## config.mk

```make
export PLATFORM = sky130hd
export DESIGN_NAME = irq_controller
export DESIGN_NICKNAME = d
export VERILOG_FILES = /design/src/rtl/irq_pkg.sv /design/src/rtl/irq_edge_sync.sv /design/src/rtl/irq_controller.sv
export SDC_FILE = /design/constraint.sdc
export NUM_CORES = 1
export LEC_CHECK = 0
export CAP_MARGIN = 40
export CORE_UTILIZATION = 35
export DETAILED_ROUTE_END_ITERATION = 10
export GPL_TIMING_DRIVEN = 0
export PLACE_DENSITY = 0.64
export SLEW_MARGIN = 20
export SYNTH_ARGS = -nofsm -noshare
export SYNTH_HDL_FRONTEND = slang
export SYNTH_SLANG_ARGS = --single-unit
```

## constraint.sdc

```tcl
create_clock -name clk -period 2.7 [get_ports clk]
set_input_delay 0.405 -clock clk [delete_from_list [all_inputs] [get_ports clk]]
set_output_delay 0.405 -clock clk [all_outputs]
set_load 0.05 [all_outputs]
```

## src/rtl/irq_pkg.sv

```systemverilog
// ============================================================================
// irq_pkg -- shared types, mode/polarity constants and priority encoder
// Revision: 1.0
// ============================================================================
`default_nettype none

package irq_pkg;

  typedef enum logic [1:0] {
    IDLE    = 2'd0,
    REQ     = 2'd1,
    SERVICE = 2'd2
  } irq_state_e;

  localparam logic MODE_LEVEL = 1'b0;
  localparam logic MODE_EDGE  = 1'b1;
  localparam logic POL_LOW    = 1'b0;
  localparam logic POL_HIGH   = 1'b1;

  // Lowest set index wins; returns 0 for an all-zero vector.
  function automatic logic [4:0] prio_enc(input logic [31:0] vec);
    logic [4:0] idx;
    idx = '0;
    for (int i = 31; i >= 0; i--) begin
      if (vec[i]) idx = 5'(i);
    end
    return idx;
  endfunction

endpackage

`default_nettype wire

```

## src/rtl/irq_edge_sync.sv

```systemverilog
// ============================================================================
// irq_edge_sync -- one channel: synchronizer, history flop, edge/level detect
// Revision: 1.0
// ============================================================================
`default_nettype none

module irq_edge_sync #(
  parameter int SYNC_STAGES = 2
) (
  input  logic clk,
  input  logic rst,
  input  logic irq_i,
  input  logic pol_i,
  input  logic primed_i,
  output logic edge_o,
  output logic level_o
);

  logic [SYNC_STAGES-1:0] sync_q;
  logic                   hist_q;
  logic                   edge_q;
  logic                   level_q;
  logic                   sync_bit;

  assign sync_bit = sync_q[SYNC_STAGES-1];

  always_ff @(posedge clk) begin
    if (!rst) begin
      sync_q  <= '0;
      hist_q  <= 1'b0;
      edge_q  <= 1'b0;
      level_q <= 1'b0;
    end else begin
      sync_q  <= {sync_q[SYNC_STAGES-2:0], irq_i};
      hist_q  <= sync_bit;
      // Edges are masked until the chain has flushed its reset zeros.
      edge_q  <= primed_i && (hist_q != sync_bit) && (sync_bit == pol_i);
      level_q <= (sync_bit == pol_i);
    end
  end

  assign edge_o  = edge_q;
  assign level_o = level_q;

endmodule

`default_nettype wire

```

## src/rtl/irq_controller.sv

```systemverilog
// ============================================================================
// irq_controller -- vectored fixed-priority interrupt controller with
// req/ack/eoi handshake. Define IRQ_NEST_EN for preemptive nesting.
// Revision: 1.0
// ============================================================================
`default_nettype none

module irq_controller
  import irq_pkg::*;
#(
  parameter int NUM_IRQ     = 24,
  parameter int ID_W        = (NUM_IRQ > 1) ? $clog2(NUM_IRQ) : 1,
  parameter int SYNC_STAGES = 2
) (
  input  logic               clk,
  input  logic               rst,
  input  logic [NUM_IRQ-1:0] irq_in,
  input  logic [NUM_IRQ-1:0] cfg_enable,
  input  logic [NUM_IRQ-1:0] cfg_edge,
  input  logic [NUM_IRQ-1:0] cfg_pol,
  input  logic               global_en,
  input  logic               irq_ack,
  input  logic               irq_eoi,
  output logic               irq_req,
  output logic [ID_W-1:0]    irq_id,
  output logic [NUM_IRQ-1:0] pending_o,
  output logic [NUM_IRQ-1:0] in_service_o
);

  localparam int PRIME_W = 3;

  irq_state_e         state_q, state_d;
  logic [ID_W-1:0]    id_q, id_d;
  logic               req_q, req_d;
  logic [NUM_IRQ-1:0] pend_q, pend_d;
  logic [NUM_IRQ-1:0] isr_q, isr_d;
  logic [PRIME_W-1:0] prime_cnt_q;

  logic               primed;
  logic [NUM_IRQ-1:0] edge_det, level_act;
  logic [NUM_IRQ-1:0] id_oh, ack_clr, isr_low, isr_after, elig;
  logic               eoi_go;
  logic [4:0]         elig_enc;
  logic [ID_W-1:0]    elig_id;

  assign primed = (prime_cnt_q == PRIME_W'(SYNC_STAGES + 1));

  always_ff @(posedge clk) begin
    if (!rst) prime_cnt_q <= '0;
    else if (!primed) prime_cnt_q <= prime_cnt_q + PRIME_W'(1);
  end

  for (genvar g = 0; g < NUM_IRQ; g++) begin : g_chan
    irq_edge_sync #(.SYNC_STAGES(SYNC_STAGES)) u_sync (
      .clk      (clk),
      .rst      (rst),
      .irq_i    (irq_in[g]),
      .pol_i    (cfg_pol[g]),
      .primed_i (primed),
      .edge_o   (edge_det[g]),
      .level_o  (level_act[g])
    );
  end

  always_comb begin
    id_oh = '0;
    for (int i = 0; i < NUM_IRQ; i++) id_oh[i] = (id_q == ID_W'(i));
  end

`ifdef IRQ_NEST_EN
  assign eoi_go = irq_eoi && ((state_q == SERVICE) || (state_q == REQ));
`else
  assign eoi_go = irq_eoi && (state_q == SERVICE);
`endif

  // Lowest set in_service bit is the innermost (highest-priority) handler.
  assign isr_low   = isr_q & (~isr_q + NUM_IRQ'(1));
  assign isr_after = eoi_go ? (isr_q & ~isr_low) : isr_q;
  assign ack_clr   = (state_q == REQ && irq_ack) ? id_oh : '0;

`ifdef IRQ_NEST_EN
  logic [4:0] isr_top;
  assign isr_top = prio_enc(32'(isr_after));
`endif

  always_comb begin
    elig = '0;
    if (state_q == IDLE) elig = pend_q;
`ifdef IRQ_NEST_EN
    else if (state_q == SERVICE) begin
      for (int i = 0; i < NUM_IRQ; i++) begin
        if (i < int'(isr_top)) elig[i] = pend_q[i];
      end
    end
`endif
  end

  assign elig_enc = prio_enc(32'(elig));
  assign elig_id  = elig_enc[ID_W-1:0];

  always_ff @(posedge clk) begin
    if (!rst) begin
      state_q <= IDLE;
      id_q    <= '0;
      req_q   <= 1'b0;
      pend_q  <= '0;
      isr_q   <= '0;
    end else begin
      state_q <= state_d;
      id_q    <= id_d;
      req_q   <= req_d;
      pend_q  <= pend_d;
      isr_q   <= isr_d;
    end
  end

  always_comb begin
    state_d = state_q;
    id_d    = id_q;
    case (state_q)
      IDLE: begin
        if (global_en && |elig) begin
          state_d = REQ;
          id_d    = elig_id;
        end
      end
      REQ: begin
        if (irq_ack) state_d = SERVICE;
      end
      SERVICE: begin
        if (isr_after == '0) state_d = IDLE;
        else if (global_en && |elig) begin
          state_d = REQ;
          id_d    = elig_id;
        end
      end
      default: state_d = IDLE;
    endcase
  end

  always_comb begin
    req_d  = (state_d == REQ);
    isr_d  = isr_after;
    if (state_q == REQ && irq_ack) isr_d = isr_after | id_oh;
    pend_d = '0;
    for (int i = 0; i < NUM_IRQ; i++) begin
      // Set wins over an ack clear landing in the same cycle.
      if (cfg_edge[i] == MODE_EDGE)
        pend_d[i] = (pend_q[i] & ~ack_clr[i]) | (edge_det[i] & cfg_enable[i]);
      else
        pend_d[i] = level_act[i] & cfg_enable[i];
    end
  end

  assign irq_req      = req_q;
  assign irq_id       = id_q;
  assign pending_o    = pend_q;
  assign in_service_o = isr_q;

endmodule

`default_nettype wire

```

==> metrics.csv <==
stage,metric,value,unit
layout,layout net count,962,
detailed_routing,vias,5359,
layout,ANT cells,0,
layout,multi-input logic area,3180,um^2
yosys,Syn Nets,789,
worst_setup_path,FF-to-FF Start,in_service_o[2],
detailed_routing,initial drt markers,279,
timing,Max Freq,448,MHz
detailed_routing,Routed WL per cell,16.1,um
worst_hold_path,WHS Path Cells,1,
yosys,top-count cell post-synth,dfxtp_1,
yosys,Post-synth top cells,"dfxtp_1, and2_1, nand2_1, a21boi_0, mux2_2",
die,Die Y-Extent,142,um
placed_design,gpl congestion,0.817,
worst_setup_path,reg2reg setup slack,0.49,ns
timing,Setup Skew,0.00895,ns
timing,final count of hold timing violations,0,
worst_setup_path,crit-path max FO,6,
timing,post-route worst setup slack,0.466,ns
yosys,"FF+latch count, synth",179,
layout,filler cell count,1787,
placed_design,IO buf count,154,
worst_hold_path,HP Start,g_chan[4].u_sync.sync_q[0],
clock_network,clk buf depth,2,
worst_setup_path,"Buf+Inv Stages, Crit Path",1,
power,power density of the placed cells,655,nW/um^2
timing,final setup violation count,0,
detailed_routing,Final ANT Viol Nets,0,
worst_setup_path,Critical-path top delay cell,clkdlybuf4s50_1,
worst_setup_path,Worst EP required,2.30,ns
worst_setup_path,r2r worst-path depth,6,
placed_design,pre-CTS setup slack,0.0963,ns
clock_network,Worst-Skew Late Latency,0.44,ns
timing,minimum clock period,2.23,ns
clock_network,Clock Pin Slew Worst Setup and Hold Paths,0.06,ns
worst_setup_path,"Cell Chain, Critical Path",clkdlybuf4s50_1,
global_routing,initial antenna violation count,0,
worst_setup_path,Setup crit start kind,flip-flop,
detailed_routing,WL met2,8.73,mm
global_routing,GR Overflow Total,0,
detailed_routing,drt first pass iters,4,
timing,total negative slack,0,ns
worst_hold_path,Hold EP,g_chan[4].u_sync.sync_q[1],
yosys,sequential-to-total area share from yosys stat,0.521,
yosys,area of the mapped netlist,6870,um^2
global_routing,largest net degree at the start of global routing,17,
yosys,cells after synthesis,686,
global_routing,first-pass GRT wire length,27.7,mm
worst_setup_path,Worst Path Arrival,1.83,ns
worst_setup_path,Worst path max stage delay,0.87,ns
die,die width,142,um
timing,worst-margin pin slew,0.630,ns
detailed_routing,Routed WL,18.3,mm
worst_hold_path,worst hold path type,reg2reg,
detailed_routing,M1 WL,8.34,mm
clock_network,CTS tree,built,
worst_setup_path,CP Class,reg2out,
layout,area grow syn2layout,36.8,%
layout,Register Area,3580,um^2
worst_setup_path,top cell family by delay on the critical path,buffers and inverters,
yosys,Yosys top cell area share,0.521,
yosys,Synth Area per Inst,10.0,um^2
yosys,asr flop ratio synth,0,
detailed_routing,DR top layer,met4,
clock_network,number of CTS-inserted buffers,17,
clock_network,Root Driver,clkbuf_16,
clock_network,cts repair resizes,0,
power,Peak VDD IR,0.490,mV
die,CORE AREA,19000,um^2
yosys,Synth Warn #,0,
detailed_routing,routed wl met3,812,um
timing,count of final max-slew check failures,0,
clock_network,Post-CTS Setup Bufs,0,
timing,period utilisation layout,0.827,
yosys,"Top FF cell, synth",dfxtp_1,
worst_setup_path,crit end category,output port,
detailed_routing,vias per cell,4.73,
die,number of primary I/O pins,155,
status,status,"finished, final reports clean",
die,Core Rows,50,
die,Initial Util,0.363,
detailed_routing,# DRC,0,
global_routing,vias in the first global route,4976,
global_routing,GRT Total Usage,0.187,
yosys,cell taking the most area after synthesis,dfxtp_1,
placed_design,hpwl dp,14.1,mm
clock_network,hold buffer count at cts,0,
clock_network,Max H-tree Level,4,
die,die area,20200,um^2
yosys,largest cells by area after synthesis,"dfxtp_1, mux2_2, and2_1",
timing,slew margin rel.,0.580,
worst_setup_path,r2r endpoint,state_q[1],
yosys,synth unique cells,52,
yosys,number of enable flip-flop cells after synthesis,0,
timing,unrepaired setup endpoints after global routing,no,
layout,layout cells sized above 1,0.130,
power,Leak,3.40,nW
flow_run,Max Cap Viol,0,
clock_network,clock sinks,179,
-- stage by stage --
step | util | std cells | hold slack (ns) | power, mW | instance area, um^2
floorplan | - | 686 | 0.406 | 3.17 | 6870
global placement | 0.461 | 1100 | 0.415 | 3.46 | 8740
detailed placement | 0.461 | 1100 | 0.417 | 3.47 | 8740
CTS | 0.496 | 1132 | 0.433 | 6.21 | 9400
global route | 0.496 | 1132 | 0.442 | 6.39 | 9400
finish | 0.496 | 1132 | 0.431 | 6.16 | 9400
-- worst max-delay path by stage --
| stage | endpoint | cells after the start | start |
|---|---|---|---|
| global route | pending_o[14] | 1 | pending_o[14] |
| global placement | state_q[1] | 8 | irq_eoi |
| CTS | pending_o[14] | 1 | pending_o[14] |
| finish | pending_o[14] | 1 | pending_o[14] |
| detailed placement | state_q[1] | 8 | irq_eoi |
| floorplan | state_q[1] | 6 | in_service_o[6] |
-- layout make-up --
| type | instances | area share |
|---|---|---|
| Sequential cell | 179 | 0.381 |
| Multi-Input combinational cell | 479 | 0.339 |
| Timing Repair Buffer | 154 | 0.164 |
| Clock buffer | 19 | 0.0471 |
| Tap cell | 260 | 0.0346 |
| Clock inverter | 13 | 0.0234 |
| Buffer | 20 | 0.00812 |
| Inverter | 8 | 0.00319 |
-- sequential cells by signal (all words and copies together) (netlist names), 3 cells and up --
signal,count
g_chan.u_sync.sync_q,48
g_chan.u_sync.edge_o,24
g_chan.u_sync.hist_q,24
g_chan.u_sync.level_o,24
in_service_o,24
pending_o,24
irq_id,5
prime_cnt_q,3
-- layout by cell type, fill, tap and decap left out, types with 5 or more instances in the layout --
master / instances
inv_1: 8
nor2b_1: 33
clkbuf_1: 20
and2_1: 76
a21oi_1: 8
nor2_1: 45
a21boi_0: 48
clkdlybuf4s50_1: 154
o31ai_1: 8
clkbuf_16: 17
dfxtp_1: 179
or2_2: 25
bufinv_16: 5
a32oi_1: 24
nor4_1: 7
nand2_1: 70
nor3_1: 11
o21ai_0: 14
mux2_2: 48
nand3_1: 5
-- where the power goes --
| part | switching (mW) | internal [mW] | total (mW) |
|---|---|---|---|
| registers | 0.0611 | 2.74 | 2.80 |
| clock network | 1.06 | 1.68 | 2.75 |
| logic | 0.288 | 0.320 | 0.608 |
| total | 1.41 | 4.74 | 6.16 |
-- metal layers --
layer,track usage,up-vias
met5,0,-
met4,0.0753,0
met3,0.0380,21
met2,0.308,134
met1,0.239,2456
li1,-,2748
-- logic make-up (layout without fill, tap and decap cells) --
family,count (synthesis),count (layout),share of synthesized area
buffers and inverters,28,214,0.0155
and+or+nand+nor,299,299,0.236
adders and majority gates,6,6,0.00946
muxes,49,49,0.0801
DFF,179,179,0.521
AOI/OAI and AO/OA,124,124,0.136
xor gates and xnor gates,1,1,0.00127
No activity file was read; power rests on OpenSTA's default activity.
==> RTL change 1 (same flow settings) <==
Build with the macro `IRQ_NEST_EN` defined.
--- a/src/rtl/irq_controller.sv
+++ b/src/rtl/irq_controller.sv
@@ -6,2 +6,4 @@
 `default_nettype none
+
+`define IRQ_NEST_EN
 
Behaviour: not the same (Yosys sat finds a counterexample within 10 cycles, from zero or initial values and one cycle with rst low).
==> RTL change 1 against the original RTL <==
The flow now finishes with violations (design-rule violations, negative setup slack); cell area rose by 18%; global-route usage is 2.6 points higher; worst setup slack worse by 2000 ps; fmax decreased by 47%; wire length is 36% higher; sequential cell count stayed put; area after synthesis rose by 16%; highest routed layer unchanged.
Power is not compared: it rests on default switching activity, and its combinational part moved more than twofold at a synthesized area within 25%.
==> RTL change 1: results (changes against the original RTL) <==
[outcome]
run_status = complete, but fails checks
violations = design-rule violations, negative setup slack

[finish]
final.fill_count = 2096  ; +17%
nets = 1182  ; +23%
final_cells = 1367  ; +21%
largest-register = g_chan.u_sync.sync_q
largest_reg_flops = 48  ; unchanged
drive_gt1_frac = 0.217  ; +0.0875

[routing]
firstDrtPassIters = 10  ; +6
vias = 7299  ; +36%
drc = 7  ; +7
routed_wl_um = 24800  ; +36%
first_iter_violations = 576  ; +110%

[logic_synthesis]
ys_seq_area_frac = 0.450  ; -0.0713
synth_common_cells = dfxtp_1, nor2_1, and2_1
postSynthCellCount = 876  ; +28%
synth_fp_nets = 983  ; +25%
ys_types = 73  ; +40%
synthTopCellsByArea = dfxtp_1, mux2_2, and2_1

[worst_hold_path]
hp-start = global_en
hp-class = in2reg

[worst_setup_path]
slowest_delay_ps = 570  ; -300 ps
arrival_ps = 4590  ; +2760 ps
criticalPathCategory = reg2reg
slowest_stage = or4_4
r2r_start = in_service_o[7]
worstPathMaxFanout = 10  ; +4
critPathTopFamily = compound AO/OA/AOI/OAI gates

[global_route]
grt_max_degree = 18  ; +1
first_global_vias = 7000  ; +41%
grt_pass1_wl_um = 38300  ; +38%
grtUsageTotal = 0.213  ; +0.0258

[pwr]
peakVddDrop_uv = 383
intPower_mw = 4.52

[sta]
setup_violations = 8  ; +8
worst_pin_slew_ps = 807  ; +177 ps
layout_setup_ws_ps = -1550  ; -2020 ps
finalClockSkew_ps = 8.31  ; -0.642 ps
tns_ps = -11790  ; -11790 ps

[placement]
dp_cells = 1310  ; +19%
numPortBuffers = 152  ; -1.3%
dp_hpwl_um = 18700  ; +33%
routabilityCongestion = 0.910  ; +11%

[clocking]
cts_root_buf = clkbuf_16
clk_pin_slew_ps = 70

[RTL change 1: worst paths after layout]
check | cells past startpoint | end
setup / recovery | 14 | irq_id[2]
hold / removal | 3 | state_q[0]
setup reg to reg | 14 | irq_id[2]
hold reg to reg | 1 | g_chan[6].u_sync.sync_q[1]
[RTL change 1: timing repair]
| action | CTS | global route |
|---|---|---|
| endpoints found under the setup margin | 8 | 8 |
| pin swaps | 14 | 15 |
| resized for setup | 44 | 24 |
| setup buffers | 16 | 12 |
| gates cloned | 1 | 0 |
[RTL change 1: cells by family after synthesis]
logic type / share of synthesized area
AO/OA/AOI/OAI: 0.208
AND/OR/NAND/NOR: 0.234
buffers and inverters: 0.0262
XOR/XNOR: 0.00110
adder cells (fa/ha/maj): 0.00943
multiplexers: 0.0717
flip-flops: 0.450
[RTL change 1: worst min-delay path, cell delays in order]
cell and delay (ps):
clkbuf_1 200, nand2_1 130, a21oi_1 60
[RTL change 1: power groups by stage]
| stage | combinational (mW) | clock, mW | sequential, mW |
|---|---|---|---|
| global route | 1.31 | 2.53 | 2.82 |
| detailed placement | 1.06 | 0 | 2.87 |
| CTS | 1.17 | 2.42 | 2.81 |
| finish | 1.22 | 2.39 | 2.81 |
| global placement | 1.05 | 0 | 2.87 |
| floorplan | 0.590 | 0 | 2.93 |
[RTL change 1: layer usage]
layer,track usage,wire length (µm),up-vias
met5,0,0,-
met4,0.0702,537,0
met3,0.0388,1220,39
met2,0.352,11600,247
met1,0.279,11400,3454
li1,-,-,3559
[RTL change 1: cell type report]
class / instances / area, µm² / area share
multi-input cells: 645 / 4560 / 0.412
well taps: 280 / 350 / 0.0317
plain buffers: 32 / 151 / 0.0137
clock buffers: 18 / 439 / 0.0397
clock inverters: 13 / 116 / 0.0105
flip-flops and latches: 179 / 3610 / 0.327
repair buffers: 184 / 1770 / 0.160
inverters: 16 / 60.1 / 0.00543
[RTL change 1: per-stage QoR]
stage | utilization | hold slack (ps) | instance area (µm²) | setup slack [ps]
after floorplan | - | 412 | 8080 | -1360
after global placement | 0.450 | 413 | 9950 | -2650
after detailed placement | 0.451 | 418 | 9960 | -2180
after CTS | 0.492 | 377 | 10900 | -1490
after global routing | 0.500 | 443 | 11100 | -1670
final | 0.500 | 407 | 11100 | -1550
==> RTL change 2 (same settings) <==
Without the edit above. Take the reset off `id_q` and `isr_q` and load them in a clocked block of their own.
--- a/src/rtl/irq_controller.sv
+++ b/src/rtl/irq_controller.sv
@@ -103,13 +103,14 @@
       state_q <= IDLE;
-      id_q    <= '0;
       req_q   <= 1'b0;
       pend_q  <= '0;
-      isr_q   <= '0;
     end else begin
       state_q <= state_d;
-      id_q    <= id_d;
       req_q   <= req_d;
       pend_q  <= pend_d;
-      isr_q   <= isr_d;
     end
+  end
+
+  always_ff @(posedge clk) begin
+    id_q  <= id_d;
+    isr_q <= isr_d;
   end
Check against the original RTL: differs if rst is asserted again (counterexample within 4 cycles, from zero or initial values and one cycle with rst low); with rst held inactive, the same outputs for 10 cycles.
==> RTL change 2 against the original RTL <==
Cell area down 2.5%; worst setup slack worse by 7.2 ps; area after synthesis down 1.7%; final cell count down 0.80%; critical path type unchanged; wire length down 4.5%; die area down 1.7%; fmax down 0.32%; sequential cell count unchanged; via count down 1.3%.
Power is not compared: it rests on default switching activity, and its combinational part moved more than twofold at a synthesized area within 25%.
==> RTL change 2: results (changes against the original RTL) <==
[routing]
viasPerCell = 4.71  ; -0.53%
avgRoutedWirePerCell_um = 15.5  ; -3.8%
first_iter_violations = 191  ; -32%
drc = 0  ; unchanged
firstDrtPassIters = 7  ; +3

[clocking]
cts_resized = 0  ; unchanged
htree_levels = 4  ; unchanged
worst_skew_pair.late_latency_ps = 430
clk_pin_slew_ps = 70
cts_buffers = 17  ; unchanged
cts_root_buf = clkbuf_16
post_cts_buffers = 0  ; unchanged

[pwr]
intPower_mw = 4.81
peakVddDrop_uv = 489
p_leak_nw = 3.48

[finish]
nets = 952  ; -1.0%
drive_gt1_frac = 0.135  ; +0.00498
largest-register = g_chan.u_sync.sync_q
largest_reg_flops = 48  ; unchanged

[global_route]
grt_antenna_before_repair = 0  ; unchanged
first_global_vias = 5184  ; +4.2%
grt_max_degree = 17  ; unchanged
grtUsageTotal = 0.184  ; -0.00280
grt_pass1_wl_um = 27300  ; -1.6%

[logic_synthesis]
synth_fp_nets = 780  ; -1.1%
synthArstFlopShare = 0  ; unchanged
synth_common_cells = dfxtp_1, nand2_1, and2_1
synthTopCellsByArea = dfxtp_1, mux2_2, and2_1
ys_seq_area_frac = 0.538  ; +0.0167
ys_types = 51  ; -1.9%
ys_warn_count = 0  ; unchanged
synth_edf_count = 5  ; +5

[sta]
slew-limit-headroom = 0.510  ; -0.0702
finalClockSkew_ps = 13.5  ; +4.59 ps

[placement]
numPortBuffers = 153  ; -0.65%
pre_cts_ws_ps = 277  ; +181 ps
dp_hpwl_um = 13600  ; -3.2%
routabilityCongestion = 0.827  ; +1.1%

[worst_setup_path]
critPathTopFamily = buffers and inverters
worstPathMaxFanout = 9  ; +3
arrival_ps = 1840
slowest_delay_ps = 880
slowest_stage = clkdlybuf4s50_1
reg2reg_depth = 7  ; +1

[worst_hold_path]
hp-class = reg2reg
hold_depth = 1  ; unchanged

[outcome]
run_status = finished clean

==> RTL change 2: cells by family (layout without fill, tap and decap cells) <==
family | count (synthesis) | after routing | synth area share
compound gates | 101 | 101 | 0.107
xor+xnor | 1 | 1 | 0.00130
fa+ha+maj | 3 | 3 | 0.00537
buf+inv | 32 | 217 | 0.0196
flops | 179 | 179 | 0.538
mux | 49 | 49 | 0.0815
other cells | 0 | 1 | 0
simple gates | 312 | 312 | 0.247
==> RTL change 2: layout make-up <==
type | count | area, µm²
diodes | 1 | 2.50
plain buffers | 20 | 87.6
clock buffers | 20 | 457
clock inverters | 12 | 97.6
fillers | 1742 | 9660
inverters | 12 | 45.0
multi-input cells | 466 | 2990
flip-flops and latches | 179 | 3630
well taps | 260 | 325
repair buffers | 153 | 1530
==> RTL change 2: through the flow <==
stage               area, µm²  instances
floorplan                6750        677
global placement         8610       1090
detailed placement       8610       1090
CTS                      9170       1122
global route             9170       1122
finish                   9170       1123
==> RTL change 2: worst paths after layout <==
| path | from | end | slack (ps) |
|---|---|---|---|
| worst max-delay path | in_service_o[1] | in_service_o[1] | 460 |
| worst min register to register | g_chan[9].u_sync.sync_q[0] | g_chan[9].u_sync.sync_q[1] | 430 |
| worst max register to register | in_service_o[0] | state_q[1] | 620 |
| worst min-delay path | g_chan[9].u_sync.sync_q[0] | g_chan[9].u_sync.sync_q[1] | 430 |
==> RTL change 2: per-layer routing <==
| metal | vias up | GRT usage | part of all wire |
|---|---|---|---|
| met5 | - | 0 | 0 |
| met2 | 139 | 0.307 | 0.48 |
| met1 | 2432 | 0.223 | 0.44 |
| met4 | 0 | 0.0807 | 0.023 |
| li1 | 2689 | - | - |
| met3 | 28 | 0.0506 | 0.058 |
==> RTL change 2: power by group through the flow <==
stage	registers, mW	clock network [mW]	logic (mW)
2_1_floorplan	3.54	0	0.635
3_3_place_gp	3.14	0	1.60
3_5_place_dp	3.15	0	1.62
4_1_cts	3.09	2.36	1.63
5_1_grt	3.12	2.47	1.75
6_report	3.09	2.29	1.62
